**src/rtl/fwd_hazard_unit.sv**
```systemverilog
`default_nettype none
// ============================================================================
// Module      : fwd_hazard_unit
// Description : Shadow EX/MEM/WB pipeline tracker producing EX operand
//               forwarding selects, a load-use stall and a saturating count
//               of stall cycles.
// Revision    : 1.0 - initial release
// ============================================================================
module fwd_hazard_unit #(
    // Value at which stall_count stops incrementing
    parameter logic [15:0] STALL_SAT = 16'hFFFF
) (
    input  logic        clk,
    input  logic        rst_n,
    input  logic        id_valid,
    input  logic [4:0]  id_rs,
    input  logic [4:0]  id_rt,
    input  logic        id_uses_rt,
    input  logic [4:0]  id_dest,
    input  logic        id_regwrite,
    input  logic        id_memread,
    input  logic        flush,
    output logic [1:0]  forward_a,
    output logic [1:0]  forward_b,
    output logic        stall,
    output logic [15:0] stall_count
);

    localparam logic [1:0] c_FWD_NONE = 2'b00;
    localparam logic [1:0] c_FWD_WB   = 2'b01;
    localparam logic [1:0] c_FWD_MEM  = 2'b10;

    // EX stage shadow state
    logic        r_ex_valid;
    logic [4:0]  r_ex_rs;
    logic [4:0]  r_ex_rt;
    logic        r_ex_uses_rt;
    logic [4:0]  r_ex_dest;
    logic        r_ex_regwrite;
    logic        r_ex_memread;

    // MEM stage shadow state
    logic        r_mem_valid;
    logic [4:0]  r_mem_dest;
    logic        r_mem_regwrite;
    logic        r_mem_memread;

    // WB stage shadow state
    logic        r_wb_valid;
    logic [4:0]  r_wb_dest;
    logic        r_wb_regwrite;

    logic [15:0] r_stall_count;

    logic        w_mem_writer;
    logic        w_wb_writer;
    logic        w_stall;
    logic [1:0]  w_fwd_a;
    logic [1:0]  w_fwd_b;

    // A stage is a usable forwarding source only if it really writes a
    // non-zero register; r0 is hardwired and must never be forwarded.
    assign w_mem_writer = r_mem_valid && r_mem_regwrite && (r_mem_dest != 5'd0);
    assign w_wb_writer  = r_wb_valid  && r_wb_regwrite  && (r_wb_dest  != 5'd0);

    // Load-use hazard: a load in EX whose result the ID instruction needs.
    // Flush wins, since the squashed ID instruction will never execute.
    assign w_stall = !flush && id_valid
                  && r_ex_valid && r_ex_memread && r_ex_regwrite
                  && (r_ex_dest != 5'd0)
                  && ((r_ex_dest == id_rs) || (id_uses_rt && (r_ex_dest == id_rt)));

    // Forwarding selects from registered state only; MEM beats WB because it
    // holds the younger write to the same register.
    always_comb begin
        w_fwd_a = c_FWD_NONE;
        w_fwd_b = c_FWD_NONE;
        if (r_ex_valid) begin
            if (w_mem_writer && (r_mem_dest == r_ex_rs)) begin
                w_fwd_a = c_FWD_MEM;
            end else if (w_wb_writer && (r_wb_dest == r_ex_rs)) begin
                w_fwd_a = c_FWD_WB;
            end
            if (r_ex_uses_rt) begin
                if (w_mem_writer && (r_mem_dest == r_ex_rt)) begin
                    w_fwd_b = c_FWD_MEM;
                end else if (w_wb_writer && (r_wb_dest == r_ex_rt)) begin
                    w_fwd_b = c_FWD_WB;
                end
            end
        end
    end

    // ID->EX load; a flush or stall injects a bubble so the hazard clears
    always_ff @(posedge clk or negedge rst_n) begin
        if (!rst_n) begin
            r_ex_valid    <= 1'b0;
            r_ex_rs       <= 5'd0;
            r_ex_rt       <= 5'd0;
            r_ex_uses_rt  <= 1'b0;
            r_ex_dest     <= 5'd0;
            r_ex_regwrite <= 1'b0;
            r_ex_memread  <= 1'b0;
        end else if (flush || w_stall) begin
            r_ex_valid    <= 1'b0;
            r_ex_regwrite <= 1'b0;
            r_ex_memread  <= 1'b0;
        end else begin
            r_ex_valid    <= id_valid;
            r_ex_rs       <= id_rs;
            r_ex_rt       <= id_rt;
            r_ex_uses_rt  <= id_uses_rt;
            r_ex_dest     <= id_dest;
            r_ex_regwrite <= id_regwrite;
            r_ex_memread  <= id_memread;
        end
    end

    // EX->MEM and MEM->WB advance every cycle regardless of stall
    always_ff @(posedge clk or negedge rst_n) begin
        if (!rst_n) begin
            r_mem_valid    <= 1'b0;
            r_mem_dest     <= 5'd0;
            r_mem_regwrite <= 1'b0;
            r_mem_memread  <= 1'b0;
            r_wb_valid     <= 1'b0;
            r_wb_dest      <= 5'd0;
            r_wb_regwrite  <= 1'b0;
        end else begin
            r_mem_valid    <= r_ex_valid;
            r_mem_dest     <= r_ex_dest;
            r_mem_regwrite <= r_ex_regwrite;
            r_mem_memread  <= r_ex_memread;
            r_wb_valid     <= r_mem_valid;
            r_wb_dest      <= r_mem_dest;
            r_wb_regwrite  <= r_mem_regwrite;
        end
    end

    // Saturating count of cycles spent stalled
    always_ff @(posedge clk or negedge rst_n) begin
        if (!rst_n) begin
            r_stall_count <= 16'd0;
        end else if (w_stall && (r_stall_count != STALL_SAT)) begin
            r_stall_count <= r_stall_count + 16'd1;
        end
    end

    assign forward_a   = w_fwd_a;
    assign forward_b   = w_fwd_b;
    assign stall       = w_stall;
    assign stall_count = r_stall_count;

    // MEM-stage load flag is tracked for completeness of the shadow pipe but
    // does not influence any decision once the load has left EX.
    logic w_unused;
    assign w_unused = r_mem_memread;

endmodule
`default_nettype wire

```
**config.mk**
```make
export PLATFORM = sky130hd
export DESIGN_NAME = fwd_hazard_unit
export DESIGN_NICKNAME = d
export VERILOG_FILES = /design/src/rtl/fwd_hazard_unit.sv
export SDC_FILE = /design/constraint.sdc
export NUM_CORES = 1
export LEC_CHECK = 0
export ABC_CLOCK_PERIOD_IN_PS = 3900
export CAP_MARGIN = 20
export CORE_UTILIZATION = 24
export DETAILED_ROUTE_END_ITERATION = 10
export GPL_TIMING_DRIVEN = 0
export PLACE_DENSITY = 0.49
export SYNTH_ARGS = -nofsm -noshare
export SYNTH_HDL_FRONTEND = slang
export SYNTH_SLANG_ARGS = --single-unit
```
**constraint.sdc**
```tcl
create_clock -name clk -period 3.9 [get_ports clk]
set_input_delay 0.39 -clock clk [delete_from_list [all_inputs] [get_ports clk]]
set_output_delay 0.39 -clock clk [all_outputs]
set_load 0.02 [all_outputs]
```
Yosys cells after proc, flatten, opt, wreduce, memory -nomap -nowiden
Cells that the tools add are included.

word-level totals
  memories kept = 0
  memory bits (read-only) = 0
  bits in registers = 49
  output and inout bits = 21
  latch bits = 0
  RAM bits = 0
  input port bits = 22
  logic and storage cells = 54

cells by class
  $lt $le $gt $ge = 0
  muxes and demuxes = 10
  add/subtract/negate cells = 1
  reductions and logical operators = 22
  multipliers = 0
  shift-type cells = 0
  bitwise operators = 0
  div/mod/pow operators = 0
  eq/ne operators = 7

operator list
  operator                                                         number
  5-bit == test                                                    6
  16-bit by 1-bit adder with 16-bit output, second input constant  1
  1-bit logical AND                                                16
  16-bit != test, second input constant                            1
  5-bit nonzero test                                               3
  2-bit two-way mux                                                5
  1-bit two-way mux                                                5
  1-bit logical OR                                                 2
  1-bit zero test                                                  1

Logic depth before layout (Yosys ltp)
Gate-level depths: netlist (run 1).

  depth after elaboration = 9
  gate-level depth with buffers = 7
  gate-level depth less buffers = 6

Worst setup path after synthesis (run 1)
Ideal clock, no wire load.

  path type = register -> output
  from = reg r_mem_dest[1]
  to = out forward_a[0]
  buffers on the path = 0
  stages on the path, launching flop included = 5
  path slack = 1.820 ns
  data required time = 3.510 ns
  data arrival time = 1.690 ns
  path through = dfrtp_1 or4_1 o211ai_1 nor4_1 nor3_1

between the ends
  cells in the longest elaborated chain, start to end = 5
  elaborated cells on any way between the ends = 6
  classes of those cells = eq/ne (1); mux (2); reduce/logical (3)

ends and longest elaborated chain
  element                   RTL line  source
  start: declaration        44        logic [4:0] r_mem_dest;
  start signal: assignment  131       r_mem_dest <= r_ex_dest;
  5-bit nonzero test        63        assign w_mem_writer = r_mem_valid && r_mem_regwrite && (r_mem_dest != 5'd0);
  1-bit logical AND         63
  1-bit logical AND *       79        if (w_mem_writer && (r_mem_dest == r_ex_rs)) begin
  2-bit two-way mux *       79
  2-bit two-way mux *       78        if (r_ex_valid) begin
  end: declaration          23        output logic [1:0] forward_a,

Mark *: on every way between the ends. The rest lies on a longest branch, timed or not.

Final worst setup path (run 1)
Ends and elaborated chain as after synthesis.

==> impl_results.md, run 1 <==
- Internal: 0.8803 mW
- Flop-to-flop setup slack: 1.74 ns
- Pleak: about 1.2 nW
- Hold buffer count at cts: 1
- Mapped cell area: approximately 0.0024 mm²
- Register area share after synthesis: between 50% and 60%
- Worst VDD drop: roughly 0.2 mV
- Post-synth top area share: 50.36%
- Initial DRC Count: 43
- Flop pwr share: 50.1%
- Critical path arrival: approximately 2.5 ns
- Via-per-instance ratio: 4.510
- Tmin final: between 2 and 3 ns
- Nets@finish: 283
- Reg2Reg Depth: 5
- CTS clk-pin slew, worst paths: 0.10 ns
- CP max FO: 4
- Post-route ant nets: 0
- Final period util: 74.13%
- Actual slew at the worst max-slew pin: between 0.4 and 0.5 ns
- Final HPWL DP: about 4400 µm
- CP Depth: 5
- Maximum clock path buffer count: 2
- DP Area: ~0.0030 mm²
- WHS: approximately 0.39 ns
- Netlist cell types: 33
- RSZ-0062 raised after global routing: no
- Die Span X: 102.7 µm
- Port Buffers: 42
- CP startpoint kind: flip-flop
- Max-Cap Viols: 0
- Slew Viols, Final: 0
- Outcome: completed
- Row Count: 36
- CTS Buf Count: 5
- Share of cells above drive strength 1: roughly an eighth
- Final setup fails: 0
- Critical R2R Launch: r_ex_dest[1]
- R2r endpoint: r_ex_rt[0]
- Vias in the first global route: 1796
- Worst Hold Class: reg -> reg
- H-tree Lvls: 2
- Total Power: around 1.2 mW
- WP buf/inv: 1
- CORE AREA: roughly 0.01 mm²
- I/O pin count: 43
- Setup bufs post-CTS: 0
- Drt pass-1 iters: 4
- CTS tree: yes
- Remaining Overflow, GRT: 0
- CP Capture Type: primary output
- Area delta synth->final: 30.78%
- FMAX: 345.9 MHz
- Gpl congestion: 0.7598
- Syn_nets: 232
- Post-route DRC: 0
- Yosys top cell by area: dfrtp_1
- Resized Gates After CTS: 0
- Vias post-DR: ~1800
- PwrDens: between 300 and 400 mW/mm²
- CP Launch Point: r_mem_dest[1]
- Initial cell density of the core: 24.80%
- Worst Skew: 0.006567 ns
- Synthesized instance count: 209
- Crit path max-delay family: simple AND/OR/NAND/NOR gates
- Avg Cell Area, Syn: 11.65 µm²
- Vert. Die Dim: 102.7 µm
- Root Driver: clkbuf_8
- Crit path cell chain: or4_1 -> o211ai_1 -> nor4_1 -> nor3_1 -> clkdlybuf4s50_1
- Slew HR: 68.33%
- Synth warn: 0
- Routed len/inst: 14.89 µm
- Final WL: 5867 µm
- CP endpoint: forward_a[0]
- Non-Filler Cell Area, Final: between 0.003 and 0.004 mm²
- Switch Pwr: 0.2831 mW
- Clk Latency, worst-skew pair: 0.30 ns
- Clk sinks: 49
- Die area: 0.01055 mm²
- First-pass GRT wire length: 9556 µm
- Slowest CP cell: clkdlybuf4s50_1
- FF+latch count, synth: between 40 and 50
- Gate power share: around an eighth
- Sw frac: 24.34%
- Ranking of synthesized cells by area: dfrtp_1 (50%), xnor2_1 (11%), xor2_1 (4.7%)
- Largest net degree at the start of global routing: 39
- # diodes: 0
- Hold Fails Final Rpt: 0
- Largest stage delay on the critical path: 0.63 ns
- Clk pwr share: between 30% and 40%
- Crit path kind: reg -> out
- Total GRT Usage: 12.17%
- Initial antenna violation count: 0
- Crit path required time: between 3 and 4 ns
- Setup TNS: 0 ns
==> sequential cells by signal, summed over array words and instances, names as in the netlist <==
| name | count |
|---|---|
| r_ex_dest | 5 |
| r_ex_memread | 1 |
| r_ex_regwrite | 1 |
| r_ex_rs | 5 |
| r_ex_rt | 5 |
| r_ex_uses_rt | 1 |
| r_ex_valid | 1 |
| r_mem_dest | 5 |
| r_mem_regwrite | 1 |
| r_mem_valid | 1 |
| r_wb_dest | 5 |
| r_wb_regwrite | 1 |
| r_wb_valid | 1 |
| stall_count | 16 |
==> cells by family after synthesis <==
family                     synth area share (%)
muxes                                     7.091
xor gates and xnor gates                  15.83
and+or+nand+nor                           19.22
DFF                                       50.36
buffers and inverters                     1.490
AOI/OAI and AO/OA                         5.499
adders and majority gates                0.5138
==> power groups by stage <==
stage                     registers [mW]  clock network (mW)  logic, mW
after global placement             0.594                   0      0.138
final                              0.583               0.439      0.141
after global routing               0.589               0.475      0.156
after CTS                          0.584               0.451      0.145
after floorplan                    0.582                   0     0.0872
after detailed placement           0.594                   0      0.143
==> per-stage QoR <==
step,utilization (%),cells,setup slack [ns]
4_1_cts,32.43,394,0.9610
3_5_place_dp,30.93,385,1.015
3_3_place_gp,30.77,384,0.9145
6_report,32.43,394,1.009
2_1_floorplan,-,209,1.820
5_1_grt,32.43,394,0.7803
==> layout make-up <==
cell class / instances / area, µm²
clock buffers: 5 / 68.82
repair buffers: 44 / 445.4
plain buffers: 6 / 36.28
multi-input cells: 154 / 1172
clock inverters: 3 / 68.82
fillers: 1029 / 6635
well taps: 133 / 166.4
flip-flops and latches: 49 / 1226
==> synthesized netlist by cell type, drive strengths merged <==
library cell	count
nor4	4
nor3b	1
nor4b	1
or4	3
and3	7
and4b	1
o21ai	5
nor3	5
xor2	13
nand2b	5
nand3	17
and2	5
ha	1
nand4	13
a21oi	1
nor2	6
a31oi	2
buf	4
o32ai	1
xnor2	31
clkbuf	2
and4	3
mux2	13
o211ai	2
dfrtp	49
or2	1
o31ai	5
nand2	8
==> layer usage <==
layer	vias up	global-route usage [%]	part of all wire, %
met5	-	0	0
met4	0	2.967	0.78
met1	880	15.30	45
met3	5	2.508	3.9
met2	38	21.28	50
li1	854	-	-
==> worst min path at each step <==
stage,from,end,depth (start not counted)
2_1_floorplan,rst_n,r_ex_dest[0],0
3_3_place_gp,r_mem_regwrite,r_wb_regwrite,0
3_5_place_dp,rst_n,r_ex_rt[1],1
4_1_cts,r_mem_regwrite,r_wb_regwrite,0
5_1_grt,r_mem_valid,r_wb_valid,0
6_report,r_mem_regwrite,r_wb_regwrite,0
==> placed cells by master (no fill, tap or decap), types with 6 or more instances in the layout <==
master and n:
nand4_1 13, xnor2_1 31, nand3_1 17, nor2_1 6, mux2_4 7, clkdlybuf4s50_1 41, xor2_1 13, nand2_1 8
and3_1 7, dfrtp_1 49
(Power assumes the default switching activity.)
==> run 2: changes to the inputs <==
--- a/config.mk
+++ b/config.mk
@@ -5,7 +5,7 @@
 export SDC_FILE = /design/constraint.sdc
 export NUM_CORES = 1
 export LEC_CHECK = 0
-export ABC_CLOCK_PERIOD_IN_PS = 3900
+export ABC_CLOCK_PERIOD_IN_PS = 2800
 export CAP_MARGIN = 20
 export CORE_UTILIZATION = 24
 export DETAILED_ROUTE_END_ITERATION = 10
==> constraint.sdc (replaced) <==
create_clock -name clk -period 2.8 [get_ports clk]
set_input_delay 0.28 -clock clk [delete_from_list [all_inputs] [get_ports clk]]
set_output_delay 0.28 -clock clk [all_outputs]
set_load 0.02 [all_outputs]
==> run 2 against run 1 <==
Design area rose by 0.39%. Largest cell class unchanged. Non-clock buffer count is 1 higher. Flip-flop and latch count unchanged. Sequential share of layout area is 0.15 points lower. Worst setup slack lost 0.77 ns. Core utilization is 0.13 points higher. First-iteration DRC count up 2.3%. Power increased by 39%. Critical path depth rose by 1. Die area stayed put. Critical endpoint is now forward_b[0]. Global-route usage stayed put. Hold slack got worse by 0.0016 ns.
==> impl_results.md, run 2 (synthesized netlist as in run 1, its figures left out) <==
- Setup TNS: 0 ns (unchanged)
- First-pass GRT wire length: 9556 µm (unchanged)
- Final period util: roughly nine tenths
- Largest stage delay on the critical path: 0.56 ns (-0.07 ns)
- Vert. Die Dim: 102.7 µm (unchanged)
- Crit path required time: 2.52 ns (-0.99 ns)
- Worst Hold Class: in -> async
- CORE AREA: 0.009819 mm² (unchanged)
- Slowest CP cell: or4_1
- H-tree Lvls: 2 (unchanged)
- Initial DRC Count: 44 (+2.3%)
- CP Capture Type: primary output
- Tmin final: 2.560 ns
- Drt pass-1 iters: 4 (unchanged)
- Max FFs per register: 16 (unchanged)
- Die area: 0.01055 mm² (unchanged)
- RSZ-0062 raised after global routing: no
- WP buf/inv: 2 (+1)
- Hold Fails Final Rpt: 0 (unchanged)
- Clk pwr share: 37.6% (-0.2 points)
- Final WL: 5893 µm (+0.44%)
- CP max FO: 4 (unchanged)
- CTS tree: yes
- Total GRT Usage: 12.17% (unchanged)
- Clk sinks: 49 (unchanged)
- Final setup fails: 0 (unchanged)
- Slew Viols, Final: 0 (unchanged)
- PwrDens: 506.1 mW/mm² (+39%)
- DP Area: 0.003037 mm² (unchanged)
- Post-layout utilization of the core: 32.56% (+0.13 points)
- Flop-to-flop setup slack: 0.64 ns (-1.10 ns)
- Area delta synth->final: 31.30%
- R2r endpoint: r_ex_rt[0]
- Routed len/inst: 14.92 µm (+0.19%)
- Clk Latency, worst-skew pair: 0.30 ns (about the same)
- Critical R2R Launch: r_ex_dest[1]
- Internal: 1.227 mW (+39%)
- Switch Pwr: 0.3915 mW (+38%)
- Vias post-DR: 1786 (+0.51%)
- Crit path kind: reg -> out
- Final HPWL DP: 4439 µm (unchanged)
- Critical path arrival: 2.28 ns (-0.22 ns)
- Reg2Reg Depth: 5 (unchanged)
- CP startpoint kind: flip-flop
- Die Span X: 102.7 µm (unchanged)
- I/O pin count: 43 (unchanged)
- FMAX: around 390 MHz
- Maximum clock path buffer count: 2 (unchanged)
- Row Count: 36 (unchanged)
- Worst VDD drop: 0.2694 mV (+38%)
- Gate power share: 12.2% (about the same)
- # diodes: 0 (unchanged)
- Non-Filler Cell Area, Final: 0.003197 mm² (+0.39%)
- Actual slew at the worst max-slew pin: 0.4797 ns (+0.004647 ns)
- Max-Cap Viols: 0 (unchanged)
- CTS clk-pin slew, worst paths: 0.10 ns (about the same)
- Flop pwr share: 50.2% (about the same)
- Root Driver: clkbuf_8
- Post-route ant nets: 0 (unchanged)
- Port Buffers: 42 (unchanged)
- Remaining Overflow, GRT: 0 (unchanged)
- Largest net degree at the start of global routing: 39 (unchanged)
- Post-route DRC: 0 (unchanged)
- Outcome: completed
- Share of cells above drive strength 1: 12.21% (+0.34 points)
- Vias in the first global route: 1796 (unchanged)
- Via-per-instance ratio: 4.522 (+0.25%)
- Initial cell density of the core: 24.80% (unchanged)
- Nets@finish: 284 (+0.35%)
- Commonest non-fill, non-tap cell in the layout: dfrtp_1
- Crit path cell chain: or4_1 -> o211ai_1 -> buf_4 -> nor4_1 -> nor3_1 -> dlygate4sd2_1
- Most frequent cells in the layout: dfrtp_1 (49), clkdlybuf4s50_1 (36), xnor2_1 (31)
- Slew HR: 67.72% (-0.60 points)
- CTS Buf Count: 5 (unchanged)
- Gpl congestion: 0.7598 (unchanged)
- Sw frac: 24.20% (-0.14 points)
- Initial antenna violation count: 0 (unchanged)
- Worst Skew: 0.005982 ns (-0.0005849 ns)
- Pleak: 1.305 nW (+5.7%)
- Crit path max-delay family: simple AND/OR/NAND/NOR gates
run 2: cell count changes in the layout (fill, tap and decap cells not counted), sizes merged:
| cell | delta |
|---|---|
| clkdlybuf4s50 | -5 |
| buf | +1 |
| dlygate4sd2 | +2 |
| dlymetal6s2s | +3 |
run 2: how the worst max path moves through the flow:
stage | startpoint | endpoint | cells past startpoint | slack, ns
6_report | r_mem_dest[1] | forward_b[0] | 6 | 0.24
3_3_place_gp | rst_n | stall_count[2] | 1 | -0.08
2_1_floorplan | r_ex_dest[1] | r_ex_rs[0] | 5 | 0.83
5_1_grt | r_mem_dest[2] | forward_b[0] | 6 | 0.04
3_5_place_dp | id_rt[0] | stall | 7 | 0.14
4_1_cts | r_mem_dest[1] | forward_b[1] | 5 | 0.05
run 2: layout make-up:
type                       instances  area [µm²]
multi-input combinational        154        1172
timing repair buffer              45       457.9
clock buffer                       5       68.82
tap                              133       166.4
buffer                             6       36.28
sequential                        49        1226
fill                            1028        6623
clock inverter                     3       68.82
run 2: power groups by stage:
stage	sequential [mW]	clock [mW]	combinational, mW
after floorplan	0.811	0	0.121
after global placement	0.827	0	0.193
after detailed placement	0.828	0	0.199
after CTS	0.813	0.628	0.202
after global routing	0.821	0.661	0.218
final	0.812	0.609	0.197
run 2: stage by stage:
step                      power [mW]  hold slack (ns)  setup WS [ns]  instances
after CTS                      1.643           0.3890        0.04718        394
final                          1.618           0.3841         0.2400        395
after detailed placement       1.027           0.1912         0.1352        385
after global placement         1.019           0.3653       -0.07553        384
after global routing           1.700           0.3991        0.03688        395
after floorplan               0.9325         -0.01559         0.8259        209
run 2: timing repair:
item | CTS | global route
pin swaps | 0 | 1
endpoints found under the setup margin | 2 | 3
hold buffers | 1 | 0
setup buffers | 0 | 1
endpoints found under the hold margin | 11 | 0
gates resized for setup | 2 | 3
run 2: layer usage:
metal,track usage (%),wire length [µm],vias to the layer above
li1,-,-,856
met4,2.967,46,0
met3,2.508,210,5
met1,15.30,2669,889
met2,21.28,2967,36
met5,0,0,-
==> run 3: changes to the inputs <==
--- a/config.mk
+++ b/config.mk
@@ -7,10 +7,12 @@
 export LEC_CHECK = 0
 export ABC_CLOCK_PERIOD_IN_PS = 2800
 export CAP_MARGIN = 20
+export CELL_PAD_IN_SITES_DETAIL_PLACEMENT = 0
+export CELL_PAD_IN_SITES_GLOBAL_PLACEMENT = 2
 export CORE_UTILIZATION = 24
 export DETAILED_ROUTE_END_ITERATION = 10
 export GPL_TIMING_DRIVEN = 0
-export PLACE_DENSITY = 0.49
+export PLACE_DENSITY = 0.65
 export SYNTH_ARGS = -nofsm -noshare
 export SYNTH_HDL_FRONTEND = slang
 export SYNTH_SLANG_ARGS = --single-unit
==> run 3 against run 2 <==
First-iteration DRC count increased by 86%. Hold slack worse by 0.0055 ns. Design area is 0.82% lower. Wire length shrank 0.22%. Combinational power barely moved. Clock skew is 0.0053 ns higher. Register-to-register slack hardly changed. Sequential share of layout area up 0.32 points. Core utilization fell by 0.27 points. Non-clock buffer count stayed put. Global-route usage barely moved.
==> impl_results.md, run 3 (synthesized netlist as in run 1, its figures left out) <==
- CTS tree: yes
- Routed len/inst: 14.89 µm (-0.22%)
- Crit path max-delay family: simple AND/OR/NAND/NOR gates
- CTS Buf Count: 5 (unchanged)
- Nets@finish: 284 (unchanged)
- WP buf/inv: 1 (-1)
- H-tree Lvls: 2 (unchanged)
- Total GRT Usage: 12.21% (+0.036 points)
- Final period util: 95.25% (+3.8 points)
- Share of cells above drive strength 1: 12.21% (unchanged)
- Post-route DRC: 0 (unchanged)
- Vert. Die Dim: 102.7 µm (unchanged)
- Sw frac: 24.83% (+0.63 points)
- Crit path cell chain: or4_1 -> o211ai_1 -> nor4_1 -> and2_1 -> clkdlybuf4s50_1
- Slowest CP cell: or4_1
- Max FFs per register: 16 (unchanged)
- Initial DRC Count: 82 (+86%)
- Initial cell density of the core: 24.80% (unchanged)
- Tmin final: 2.667 ns (+0.1069 ns)
- Setup TNS: 0 ns (unchanged)
- CTS clk-pin slew, worst paths: 0.10 ns (about the same)
- CORE AREA: 0.009819 mm² (unchanged)
- Final HPWL DP: 4526 µm (+2.0%)
- Critical path arrival: 2.39 ns (+0.11 ns)
- Worst slack at placement: 0.2440 ns (+0.1088 ns)
- Post-route ant nets: 0 (unchanged)
- Final WL: 5880 µm (-0.22%)
- Clk sinks: 49 (unchanged)
- Worst VDD drop: 0.2011 mV (-25%)
- Largest net degree at the start of global routing: 40 (+2.6%)
- Max-Cap Viols: 0 (unchanged)
- Remaining Overflow, GRT: 0 (unchanged)
- Internal: 1.157 mW (-5.6%)
- Gpl congestion: 0.7296 (-4.0%)
- Slew Viols, Final: 0 (unchanged)
- Post-Layout Cell Count: 395 (unchanged)
- Die Span X: 102.7 µm (unchanged)
- Slew HR: 64.66% (-3.1 points)
- CP startpoint kind: flip-flop
- Worst Hold Class: in -> async
- Vias in the first global route: 1770 (-1.4%)
- Vias post-DR: 1737 (-2.7%)
- Crit path kind: reg -> out
- Root Driver: clkbuf_8
- Commonest non-fill, non-tap cell in the layout: dfrtp_1
- Via-per-instance ratio: 4.397 (-2.7%)
- Initial antenna violation count: 0 (unchanged)
- PwrDens: 485.7 mW/mm² (-4.0%)
- Switch Pwr: 0.3823 mW (-2.4%)
- Most frequent cells in the layout: dfrtp_1 (49), clkdlybuf4s50_1 (38), xnor2_1 (31)
- Worst Skew: 0.01124 ns (+0.005262 ns)
- Final worst slack: 0.1330 ns (-0.1069 ns)
- Port Buffers: 42 (unchanged)
- Drt pass-1 iters: 4 (unchanged)
- Final setup fails: 0 (unchanged)
- Area delta synth->final: 30.22%
- CP Capture Type: primary output
- Outcome: completed
- Row Count: 36 (unchanged)
- Maximum clock path buffer count: 2 (unchanged)
- Die area: 0.01055 mm² (unchanged)
- Actual slew at the worst max-slew pin: 0.5253 ns (+0.04555 ns)
- CP max FO: 4 (unchanged)
- Flop pwr share: 52.8% (+2.6 points)
- First-pass GRT wire length: 9501 µm (-0.58%)
- RSZ-0062 raised after global routing: no
- Dpl cells: 385 (unchanged)
- Gate power share: 12.6% (+0.4 points)
- Crit path required time: 2.52 ns (about the same)
- Pleak: 1.243 nW (-4.8%)
- # diodes: 0 (unchanged)
- Reg2Reg Depth: 6 (+1)
- Clk Latency, worst-skew pair: 0.30 ns (about the same)
- Largest stage delay on the critical path: 0.57 ns (about the same)
- I/O pin count: 43 (unchanged)
- Hold Fails Final Rpt: 0 (unchanged)
- Clk pwr share: 34.6% (-3.0 points)
- CP Depth: 5 (-1)
- FMAX: 375.0 MHz (-4.0%)
==> run 3: changes by cell type in the layout (fill, tap and decap cells not counted), sizes merged <==
| cell | delta |
|---|---|
| clkdlybuf4s50 | +2 |
| dlymetal6s2s | -3 |
| bufinv | -1 |
| clkbuf | +1 |
| dlygate4sd2 | +1 |
| inv | -1 |
| clkinvlp | +1 |
==> run 3: worst paths after layout <==
path | endpoint | from | slack (ns)
worst max-delay path | forward_a[1] | r_mem_dest[1] | 0.13
worst min-delay path | stall_count[11] | rst_n | 0.38
worst max register to register | stall_count[10] | r_ex_dest[0] | 0.64
worst min register to register | r_wb_regwrite | r_mem_regwrite | 0.38
max in group asynchronous | r_ex_dest[3] | rst_n | 1.91
min in group clk | r_wb_regwrite | r_mem_regwrite | 0.38
==> run 3: per-stage QoR <==
stage / power, mW / hold slack, ns / utilization, % / cell area [µm²]
floorplan: 0.9325 / -0.01559 / - / 2435
global placement: 1.021 / 0.3655 / 30.77 / 3022
detailed placement: 1.027 / 0.1857 / 30.93 / 3037
CTS: 1.565 / 0.3861 / 32.21 / 3163
global route: 1.620 / 0.4042 / 32.29 / 3171
finish: 1.540 / 0.3786 / 32.29 / 3171
==> run 3: repair_timing <==
action,4_1_cts,5_1_grt
hold buffers,1,0
pin swaps,1,1
gates resized for setup,3,0
endpoints found under the setup margin,3,1
endpoints found under the hold margin,10,0
setup buffers,0,1
==> run 3: per-layer routing <==
layer / up-vias / track usage (%) / share of wire [%]
met1: 850 / 16.18 / 47
li1: 856 / - / -
met5: - / 0 / 0
met4: 0 / 3.297 / 0.99
met2: 26 / 20.15 / 49
met3: 5 / 2.576 / 2.9
==> run 3: final cells by class <==
type,count,area [µm²]
fill,1065,6649
clock buffer,6,82.58
buffer,6,36.28
multi-input combinational,154,1172
timing repair buffer,45,449.2
clock inverter,2,37.54
tap,133,166.4
sequential,49,1226
==> run 3: power groups by stage <==
stage,Clock [mW],Combinational (mW),Sequential [mW]
final,0.532,0.195,0.813
after detailed placement,0,0.198,0.829
after CTS,0.551,0.200,0.814
after global routing,0.580,0.218,0.822
after global placement,0,0.193,0.828
after floorplan,0,0.121,0.811
